[src/rtl/mem_arbiter.sv]
// mem_arbiter
//   Shares one memory port between an instruction-fetch master and a data
//   (load/store) master. Only one transaction is on the memory port at a
//   time. When both masters request, data has priority. A waiting fetch
//   cannot be starved indefinitely: after STARVE_LIMIT data grants that
//   each overtook it, the fetch gets the next slot.
//
// Ports
//   clk, reset            single clock, asynchronous active-high reset
//   i_req, i_addr         fetch request (held until i_ready)
//   i_rdata, i_ready      fetch data and one-cycle completion pulse
//   d_req, d_we, d_size,  data request (held until d_ready)
//   d_addr, d_wdata
//   d_rdata, d_ready      load data and one-cycle completion pulse
//   m_valid, m_we,        registered memory transaction
//   m_size, m_addr, m_wdata
//   m_rdata, m_ack        memory read data and completion
//   busy                  high whenever the arbiter is not idle
//
// State | meaning
// IDLE  | no transaction; pending requests are arbitrated here
// IBUSY | fetch on the memory port, waiting for m_ack
// DBUSY | load/store on the memory port, waiting for m_ack
// RESP  | one-cycle ready pulse to the master that was served
module mem_arbiter #(
  parameter int unsigned STARVE_LIMIT = 4
) (
  input  logic        clk,
  input  logic        reset,
  input  logic        i_req,
  input  logic [31:0] i_addr,
  output logic [31:0] i_rdata,
  output logic        i_ready,
  input  logic        d_req,
  input  logic        d_we,
  input  logic [2:0]  d_size,
  input  logic [31:0] d_addr,
  input  logic [31:0] d_wdata,
  output logic [31:0] d_rdata,
  output logic        d_ready,
  output logic        m_valid,
  output logic        m_we,
  output logic [2:0]  m_size,
  output logic [31:0] m_addr,
  output logic [31:0] m_wdata,
  input  logic [31:0] m_rdata,
  input  logic        m_ack,
  output logic        busy
);

  typedef enum logic [1:0] {
    IDLE  = 2'd0,
    IBUSY = 2'd1,
    DBUSY = 2'd2,
    RESP  = 2'd3
  } arbState_t;

  localparam logic [3:0] STARVE_MAX = 4'(STARVE_LIMIT);

  arbState_t  state;
  arbState_t  stateNext;
  logic [3:0] starveCnt;
  logic       starveHit;
  logic       dataWins;
  logic       grantData;
  logic       grantInstr;
  logic       ackTaken;

  assign starveHit = (starveCnt == STARVE_MAX);

  // Data has priority unless the waiting fetch has already been overtaken
  // STARVE_LIMIT times in a row.
  assign dataWins = d_req && !(i_req && starveHit);

  always_ff @(posedge clk or posedge reset) begin
    if (reset) state <= IDLE;
    else       state <= stateNext;
  end

  always_comb begin
    stateNext  = state;
    grantData  = 1'b0;
    grantInstr = 1'b0;
    ackTaken   = 1'b0;
    case (state)
      IDLE: begin
        if (dataWins) begin
          grantData = 1'b1;
          stateNext = DBUSY;
        end else if (i_req) begin
          grantInstr = 1'b1;
          stateNext  = IBUSY;
        end
      end
      IBUSY, DBUSY: begin
        if (m_ack) begin
          ackTaken  = 1'b1;
          stateNext = RESP;
        end
      end
      RESP:    stateNext = IDLE;
      default: stateNext = IDLE;
    endcase
  end

  // Counts data grants that overtook a pending fetch.
  always_ff @(posedge clk or posedge reset) begin
    if (reset) begin
      starveCnt <= 4'd0;
    end else if (grantData) begin
      if (!i_req)         starveCnt <= 4'd0;
      else if (!starveHit) starveCnt <= starveCnt + 4'd1;
    end else if (grantInstr) begin
      starveCnt <= 4'd0;
    end
  end

  always_ff @(posedge clk or posedge reset) begin
    if (reset) begin
      m_valid <= 1'b0;
      m_we    <= 1'b0;
      m_size  <= 3'd0;
      m_addr  <= 32'd0;
      m_wdata <= 32'd0;
      i_rdata <= 32'd0;
      d_rdata <= 32'd0;
      i_ready <= 1'b0;
      d_ready <= 1'b0;
      busy    <= 1'b0;
    end else begin
      i_ready <= 1'b0;
      d_ready <= 1'b0;
      busy    <= (stateNext != IDLE);

      if (grantData) begin
        m_valid <= 1'b1;
        m_we    <= d_we;
        m_size  <= d_size;
        m_addr  <= d_addr;
        m_wdata <= d_wdata;
      end else if (grantInstr) begin
        m_valid <= 1'b1;
        m_we    <= 1'b0;
        m_size  <= 3'b010;
        m_addr  <= i_addr;
        m_wdata <= 32'd0;
      end

      // m_* fields other than m_valid keep the last transaction afterwards.
      if (ackTaken) begin
        m_valid <= 1'b0;
        if (state == IBUSY) begin
          i_rdata <= m_rdata;
          i_ready <= 1'b1;
        end else begin
          d_ready <= 1'b1;
          if (!m_we) d_rdata <= m_rdata;
        end
      end
    end
  end

endmodule
[config.mk]
export PLATFORM = sky130hd
export DESIGN_NAME = mem_arbiter
export DESIGN_NICKNAME = d
export VERILOG_FILES = /design/src/rtl/mem_arbiter.sv
export SDC_FILE = /design/constraint.sdc
export NUM_CORES = 1
export LEC_CHECK = 0
export ABC_AREA = 1
export BUFFER_PORTS_ARGS = -buffer_cell sky130_fd_sc_hd__buf_4
export CAP_MARGIN = 20
export CORE_AREA = 2 2 129 131
export DETAILED_ROUTE_END_ITERATION = 8
export DIE_AREA = 0 0 131 133
export HOLD_SLACK_MARGIN = 0.06
export PLACE_DENSITY = 0.68
export SYNTH_ARGS = -nofsm -noshare
export SYNTH_HDL_FRONTEND = slang
export SYNTH_SLANG_ARGS = --single-unit
[constraint.sdc]
create_clock -name clk -period 8.4 [get_ports clk]
set_input_delay 0.84 -clock clk [delete_from_list [all_inputs] [get_ports clk]]
set_output_delay 0.84 -clock clk [all_outputs]
set_load 0.02 [all_outputs]
# Word level (Yosys, flattened, before mapping)
# Index checks and enable logic that the tools add are counted.
# W data, S select, Z words.
# op_classes
mux,30
addsub,1
reduce_logical,11
bitwise,2
eq_ne,5
# ops
operator,count
$mux W32,4
$mux W1,16
$mux W4,4
$mux W2,3
$mux W3,2
$pmux W2 S3,1
$add A4 B1 Y4 const B,1
$eq A2 B2 Y1 const B,2
$eq A4 B3 Y1 const B,1
$reduce_and A2 Y1,2
$reduce_bool A2 Y1,2
$ne A3 B3 Y1 const B,1
$reduce_and A3 Y1,1
$reduce_bool A3 Y1,1
$eq A2 B1 Y1 const B,1
$logic_and A1 B1 Y1,2
$logic_not A2 Y1,1
$not A1 Y1,2
$reduce_or A2 Y1,1
$logic_not A1 Y1,1
# totals
in_bits,137
reg_bits,142

# Depth between registers and ports, before layout
# Gate-level depths: netlist of the first run.
# depth
word_depth,9
depth_mapped,11
depth_no_buf,10

# Worst setup path after synthesis of the first run
# No wires, ideal clock.
# synth_timing
kind,input -> register
startpoint,input d_req
endpoint,register m_size[1]
slack_ps,6631
required_ps,8282
setup_time_ps,118
arrival_time_ps,1651
cell_stages,6
path_cell_list,buf_2 o21ai_4 inv_2 buf_2 o22ai_1 inv_2
# synth_between
elab_chain_cells,4
elab_cells_between_ends,7
# synth_lines
item,line,rtl
"start, declared",34,"input logic d_req,"
$logic_and A1 B1 Y1 *,73,assign dataWins = d_req && !(i_req && starveHit);
$mux W1,87,if (dataWins) begin
$mux W1,85,case (state)
$mux W3 or $reduce_bool A2 Y1 (tied branches),--,
"end signal, assigned",138,m_size <= d_size;
"end, declared",43,"output logic [2:0] m_size,"
# Mark *: on every way between the ends. The rest lies on a longest branch, timed or not.
# A chain may end at the register's enable or synchronous reset.

# Final worst setup path of the first run
# layout_timing
startpoint,register starveCnt[0]
endpoint,register m_wdata[19]
# layout_between
elab_chain_cells,7
elab_cells_between_ends,10
# layout_lines
item,line,rtl
"start, declared",62,logic [3:0] starveCnt;
"start signal, assigned",112,else if (!starveHit) starveCnt <= starveCnt + 4'd1;
$eq A4 B3 Y1 *,69,assign starveHit = (starveCnt == STARVE_MAX);
$logic_and A1 B1 Y1 *,73,
$logic_not A1 Y1 *,73,
$logic_and A1 B1 Y1 *,73,
$mux W1,87,
$mux W1,85,
$mux W32 or $reduce_bool A2 Y1 (tied branches),--,
"end signal, assigned",140,m_wdata <= d_wdata;
"end, declared",45,"output logic [31:0] m_wdata,"
# Marks and branches as above.

==> results.py, run 1 <==
metrics = {
    "finish": {
        "syn_to_final_growth_pct": 46.1,
        "multi_input_area_mm2": 0.00189,
        "drive_gt1_share_pct": 30.1,
        "final_util_pct": 56.7,
        "regArea_mm2": 0.00355,
        "fin_nets": 1187,
        "fillers": 1513,
        "diodes": 0,
    },
    "yosys": {
        "syn_avg_cell_area_um2": 7.99,
        "ys.warnings.count": 0,
        "synth_top_area_share_pct": 56.6,
        "synth.largest_area_cell": "dfrtp_1",
        "ys_types": 23,
        "synth_edf_count": 0,
        "synthArstFlopShare_pct": 100,
        "synth_area_leaders": "dfrtp_1, nand2_1, inv_1",
        "netlist_area_mm2": 0.00628,
        "ys_seq_area_share_pct": 56.6,
        "synth-seq-cells": 142,
        "syn-num-nets": 928,
        "ys.flop_type": "dfrtp_1",
        "syn_inst": 786,
    },
    "detailed_routing": {
        "drc": 0,
        "drtPass1Iterations": 4,
        "avgRoutedWirePerCell_um": 13.2,
        "first_iter_violations": 287,
        "wl_mm": 16.8,
        "ant_nets": 0,
        "vias": 5495,
        "avgViaCountPerCell": 4.30,
    },
    "floorplan": {
        "core_area_mm2": 0.0162,
        "start_util_pct": 38.8,
        "die-area_mm2": 0.0174,
        "rows": 47,
        "io_pins": 273,
        "die_w_um": 131,
        "die_h_um": 133,
    },
    "min_path": {
        "whs_endpoint": "m_addr[16]",
        "worst_hold_path_type": "register to register",
        "min_from": "m_addr[16]",
        "min_path_cells": 2,
    },
    "cts": {
        "cts.clk_slew.worst_paths_ps": 60,
        "post_cts_buffers": 0,
        "cts_tree": "yes",
        "hold_buffers": 0,
        "clock-root-buffer": "clkbuf_16",
        "cts_made_buffers": 17,
        "cts_sinks": 142,
        "clockBufferDepth": 2,
        "cts-resized-gates": 0,
        "cts.htree.levels": 4,
        "worstSkewPairLatency_ps": 410,
    },
    "global_routing": {
        "overflow": 0,
        "antenna_found_initial": 0,
        "grt_pass1_vias": 5239,
        "grt_use_total_pct": 19.3,
        "grt_max_degree": 78,
        "grt_pass1_wl_mm": 26.3,
    },
    "timing": {
        "relSlewSlack_pct": 49.2,
        "slew_viol_final": 0,
        "min_period_ps": 2580,
        "finalHoldViolations": 0,
        "fin_tns_setup_ps": 0,
        "fmax_mhz": 387,
        "setup_viol": 0,
        "rsz0062_at_grt": "false",
        "period_share_pct": 30.8,
        "worst_clock_skew_ps": 6.94,
        "tightestPinTransition_ps": 762,
    },
    "critical_path": {
        "cpMaxStageDelayCell": "nand3_4",
        "rrSetupSlack_ps": 5820,
        "crit_type": "register to register",
        "endpoint_kind": "register",
        "arrival_ps": 2890,
        "crit_chain": "inv_1 > ha_1 > nand2_1 > inv_1 > nand2_2 > nand3_4 > o21ai_0",
        "r2r_end": "m_wdata[19]",
        "r2r_start": "starveCnt[0]",
        "cp_common_cell": "inv_1",
        "reg2reg_depth": 7,
        "required_ps": 8710,
        "start_kind": "register",
        "slowest_delay_ps": 730,
        "cp_max_fo": 69,
    },
    "placement": {
        "dp_hpwl_mm": 11.4,
        "gp_congestion": 0.807,
        "io_buffers": 272,
    },
    "power_and_ir_drop": {
        "powerDensity_mw_per_mm2": 386,
        "p_leak_nw": 5.50,
        "ir_drop_v": 0.000184,
    },
    "run_status": {
        "status": "finished, final reports clean",
    },
    "job": {
        "drv_cap": 0,
    },
}
[placed cells by master, fill, tap and decap left out]
cell type,count
dfrtp_1,142
clkinvlp_4,1
nand3_1,34
inv_6,5
xnor2_1,1
ha_1,5
inv_1,173
buf_4,274
nor2_2,1
clkbuf_8,2
nand2_1,270
a21oi_1,2
clkinv_4,1
o21bai_1,1
nand2_2,3
buf_12,2
nor2_1,5
clkinv_2,1
o22ai_1,3
buf_16,1
inv_2,3
nand4_1,1
bufinv_16,5
xor2_1,1
o21ai_4,1
o21ai_0,101
nand3_4,1
clkbuf_16,17
[metal layers]
layer | track usage (%) | routed length, µm | vias to the layer above
met3 | 5.50 | 1070 | 30
li1 | - | - | 2842
met1 | 25.4 | 7450 | 2457
met2 | 30.0 | 7900 | 166
met5 | 0 | 0 | -
met4 | 7.57 | 385 | 0
[sequential cells by signal, summed over array words and instances (netlist names)]
| register | count |
|---|---|
| busy | 1 |
| d_rdata | 32 |
| d_ready | 1 |
| i_rdata | 32 |
| i_ready | 1 |
| m_addr | 32 |
| m_size | 3 |
| m_valid | 1 |
| m_wdata | 32 |
| m_we | 1 |
| starveCnt | 4 |
| state | 2 |
[synthesized netlist by cell type (2+ instances only)]
cell      number
nand2_1      272
ha_1           5
dfrtp_1      142
buf_6          2
o21ai_0      101
inv_2          3
buf_1          2
nor2_1         5
buf_2         15
a21oi_1        2
nand3_1       34
inv_1        174
clkbuf_1      17
o22ai_1        3
[worst max-delay path, delay by kind of cell (launching register included)]
family | cells | cell delay [ps]
AND/OR/NAND/NOR | 3 | 1290
AO/OA/AOI/OAI | 1 | 440
buffers and inverters | 2 | 100
flip-flops | 1 | 410
adder cells (fa/ha/maj) | 1 | 180
[kinds of logic after synthesis]
logic type               Yosys count  synth area share [%]
AO/OA/AOI/OAI                    108                  8.89
XOR/XNOR                           2                 0.279
adder cells (fa/ha/maj)            5                 0.996
buffers and inverters            214                  13.4
flip-flops                       142                  56.6
AND/OR/NAND/NOR                  315                  19.8
[power by group]
group	total [mW]	internal, mW	switching [mW]
Sequential	1.16	0.990	0.166
Clock	0.843	0.545	0.298
Combinational	1.54	0.609	0.928
Total	3.54	2.14	1.39
[layout make-up]
type	instances	area share, %
inverter	177	7.30
multi-input combinational	430	20.6
clock buffer	19	4.94
sequential	142	38.7
timing repair buffer	277	23.2
clock inverter	12	2.25
tap	220	3.00
[through the flow]
stage / area (µm²) / setup slack, ps / cells / power [mW] / hold WS, ps
2_1_floorplan: 6280 / 3750 / 786 / 2.03 / 507
3_3_place_gp: 8440 / 5430 / 1243 / 2.68 / 464
3_5_place_dp: 8440 / 5400 / 1243 / 2.70 / 467
4_1_cts: 9100 / 5790 / 1274 / 3.56 / 484
5_1_grt: 9170 / 5570 / 1277 / 3.77 / 501
6_report: 9170 / 5820 / 1277 / 3.54 / 479
[worst max path at each step]
stage	from	to	slack [ps]	cells after the start
finish	starveCnt[0]	m_wdata[19]	5820	7
global route	starveCnt[0]	m_wdata[29]	5570	7
CTS	starveCnt[0]	m_wdata[19]	5790	7
detailed placement	i_req	m_wdata[19]	5400	6
global placement	i_req	m_size[1]	5430	7
floorplan	reset	busy	3750	1
Power figures use the tool's default switching activity.
==> run 2: changes to the inputs <==
Clock period 8.4 ns to 2.5 ns, I/O delays scaled along.
==> run 2 against run 1 <==
Die area is the same. Sequential share of layout area grew 0.13 points. Critical path depth shrank 1.
==> results.py, run 2 (synthesis gave the netlist of run 1 again) <==
metrics = {
    "detailed_routing": {
        "drtPass1Iterations": 5,
        "ant_nets": 0,
        "avgViaCountPerCell": 4.38,
        "first_iter_violations": 306,
        "wl_mm": 17.3,
        "drc": 0,
        "avgRoutedWirePerCell_um": 13.5,
        "vias": 5615,
    },
    "timing": {
        "relSlewSlack_pct": 50.7,
        "setup_viol": 0,
        "min_period_ps": 1780,
        "period_share_pct": 71.4,
        "tightestPinTransition_ps": 739,
        "slew_viol_final": 0,
        "rsz0062_at_grt": "false",
        "fmax_mhz": 561,
        "finalHoldViolations": 0,
        "worst_clock_skew_ps": 8.09,
        "fin_tns_setup_ps": 0,
        "timing.final.ws_setup_ps": 716,
    },
    "floorplan": {
        "core_area_mm2": 0.0162,
        "io_pins": 273,
        "die-area_mm2": 0.0174,
        "die_w_um": 131,
        "die_h_um": 133,
        "rows": 47,
        "start_util_pct": 38.8,
    },
    "cts": {
        "clock-root-buffer": "clkbuf_16",
        "cts-resized-gates": 0,
        "cts_sinks": 142,
        "worstSkewPairLatency_ps": 410,
        "cts_tree": "yes",
        "cts.htree.levels": 4,
        "clockBufferDepth": 2,
        "cts.clk_slew.worst_paths_ps": 60,
        "cts_made_buffers": 17,
    },
    "job": {
        "drv_cap": 0,
    },
    "placement": {
        "dp_hpwl_mm": 11.9,
        "io_buffers": 272,
        "pre_cts_slack_ps": 730,
        "gp_congestion": 0.780,
        "dp.cells": 1248,
    },
    "finish": {
        "final_cell_mix": "buf_4, nand2_1, inv_1",
        "drive_gt1_share_pct": 30.0,
        "diodes": 0,
        "syn_to_final_growth_pct": 45.6,
        "final_common_cell": "buf_4",
        "finalNonFillerCells": 1281,
        "fin_nets": 1191,
    },
    "global_routing": {
        "grt_use_total_pct": 20.2,
        "grt_pass1_wl_mm": 27.2,
        "antenna_found_initial": 0,
        "grt_max_degree": 107,
        "overflow": 0,
        "grt_pass1_vias": 5384,
    },
    "critical_path": {
        "cp_max_fo": 69,
        "slowest_delay_ps": 620,
        "start_kind": "register",
        "crit_type": "register to register",
        "required_ps": 2810,
        "endpoint_kind": "register",
        "crit_chain": "inv_1 > ha_1 > o21ai_4 > buf_4 > nand2_1 > o21ai_0",
        "cpMaxStageDelayCell": "buf_4",
        "cp_top_family": "buffers and inverters",
        "arrival_ps": 2090,
        "cp.buffers_inverters": 2,
    },
    "power_and_ir_drop": {
        "p_leak_nw": 5.48,
        "powerDensity_mw_per_mm2": 1270,
        "power_mw": 11.6,
        "ir_drop_v": 0.000543,
    },
    "min_path": {
        "worst_hold_path_type": "primary input to register",
    },
    "run_status": {
        "status": "finished, final reports clean",
    },
}
run 2: cell count changes in the layout (fill, tap and decap cells not counted):
cell and change:
buf_12 +2, buf_16 -1, clkinvlp_4 +2, clkbuf_8 -1, inv_6 -5, clkinv_4 +1, clkbuf_1 +2, dlygate4sd3_1 +2
clkinv_2 +3, bufinv_16 -2, buf_4 +1
run 2: worst reg2reg max path: cells and delay by family (launching register included):
kind	cells	cell delay (ps)
buffers and inverters	2	700
adder cells (fa/ha/maj)	1	280
AND/OR/NAND/NOR	1	100
flip-flops	1	370
AO/OA/AOI/OAI	2	230
run 2: power by group:
part           switching [mW]  leakage, nW  total [mW]  internal [mW]
clock network           0.953        0.286        2.54           1.58
registers               0.559         1.79        3.89           3.33
logic                    3.14         3.40        5.21           2.06
run 2: repair_timing:
action,4_1_cts,5_1_grt
buffers inserted,0,0
hold buffers,2,0
hold endpoints to repair,104,0
run 2: area by class of cell:
type | instances | area [µm²]
tap | 220 | 275
sequential | 142 | 3550
inverter | 177 | 668
timing repair buffer | 281 | 2160
multi-input combinational | 430 | 1890
clock inverter | 11 | 143
fill | 1492 | 7030
clock buffer | 20 | 447
run 2: stage by stage:
| stage | utilization [%] | hold slack (ps) | cell area, µm² |
|---|---|---|---|
| final | 56.5 | 85.1 | 9140 |
| after global routing | 56.5 | 72.4 | 9140 |
| after CTS | 56.5 | 63.9 | 9140 |
| after detailed placement | 52.8 | 460 | 8530 |
| after global placement | 52.8 | 460 | 8530 |
| after floorplan | - | 390 | 6280 |
run 2: worst paths after layout:
path                                  start           to  slack (ps)  depth (start not counted)
worst max-delay path               state[0]  m_wdata[12]         720                          6
worst min register to register    m_addr[4]    m_addr[4]         470                          2
worst max register to register     state[0]  m_wdata[12]         720                          6
max in group asynchronous             reset    m_addr[1]        1440                          4
worst min-delay path            d_wdata[23]  m_wdata[23]          90                          3
min in group asynchronous             reset    m_addr[6]         560                          4
run 2: routing by layer:
metal / global-route usage, % / routed length (µm)
met3: 5.18 / 1130
met5: 0 / 0
met1: 25.3 / 7220
met4: 9.57 / 553
met2: 32.5 / 8390
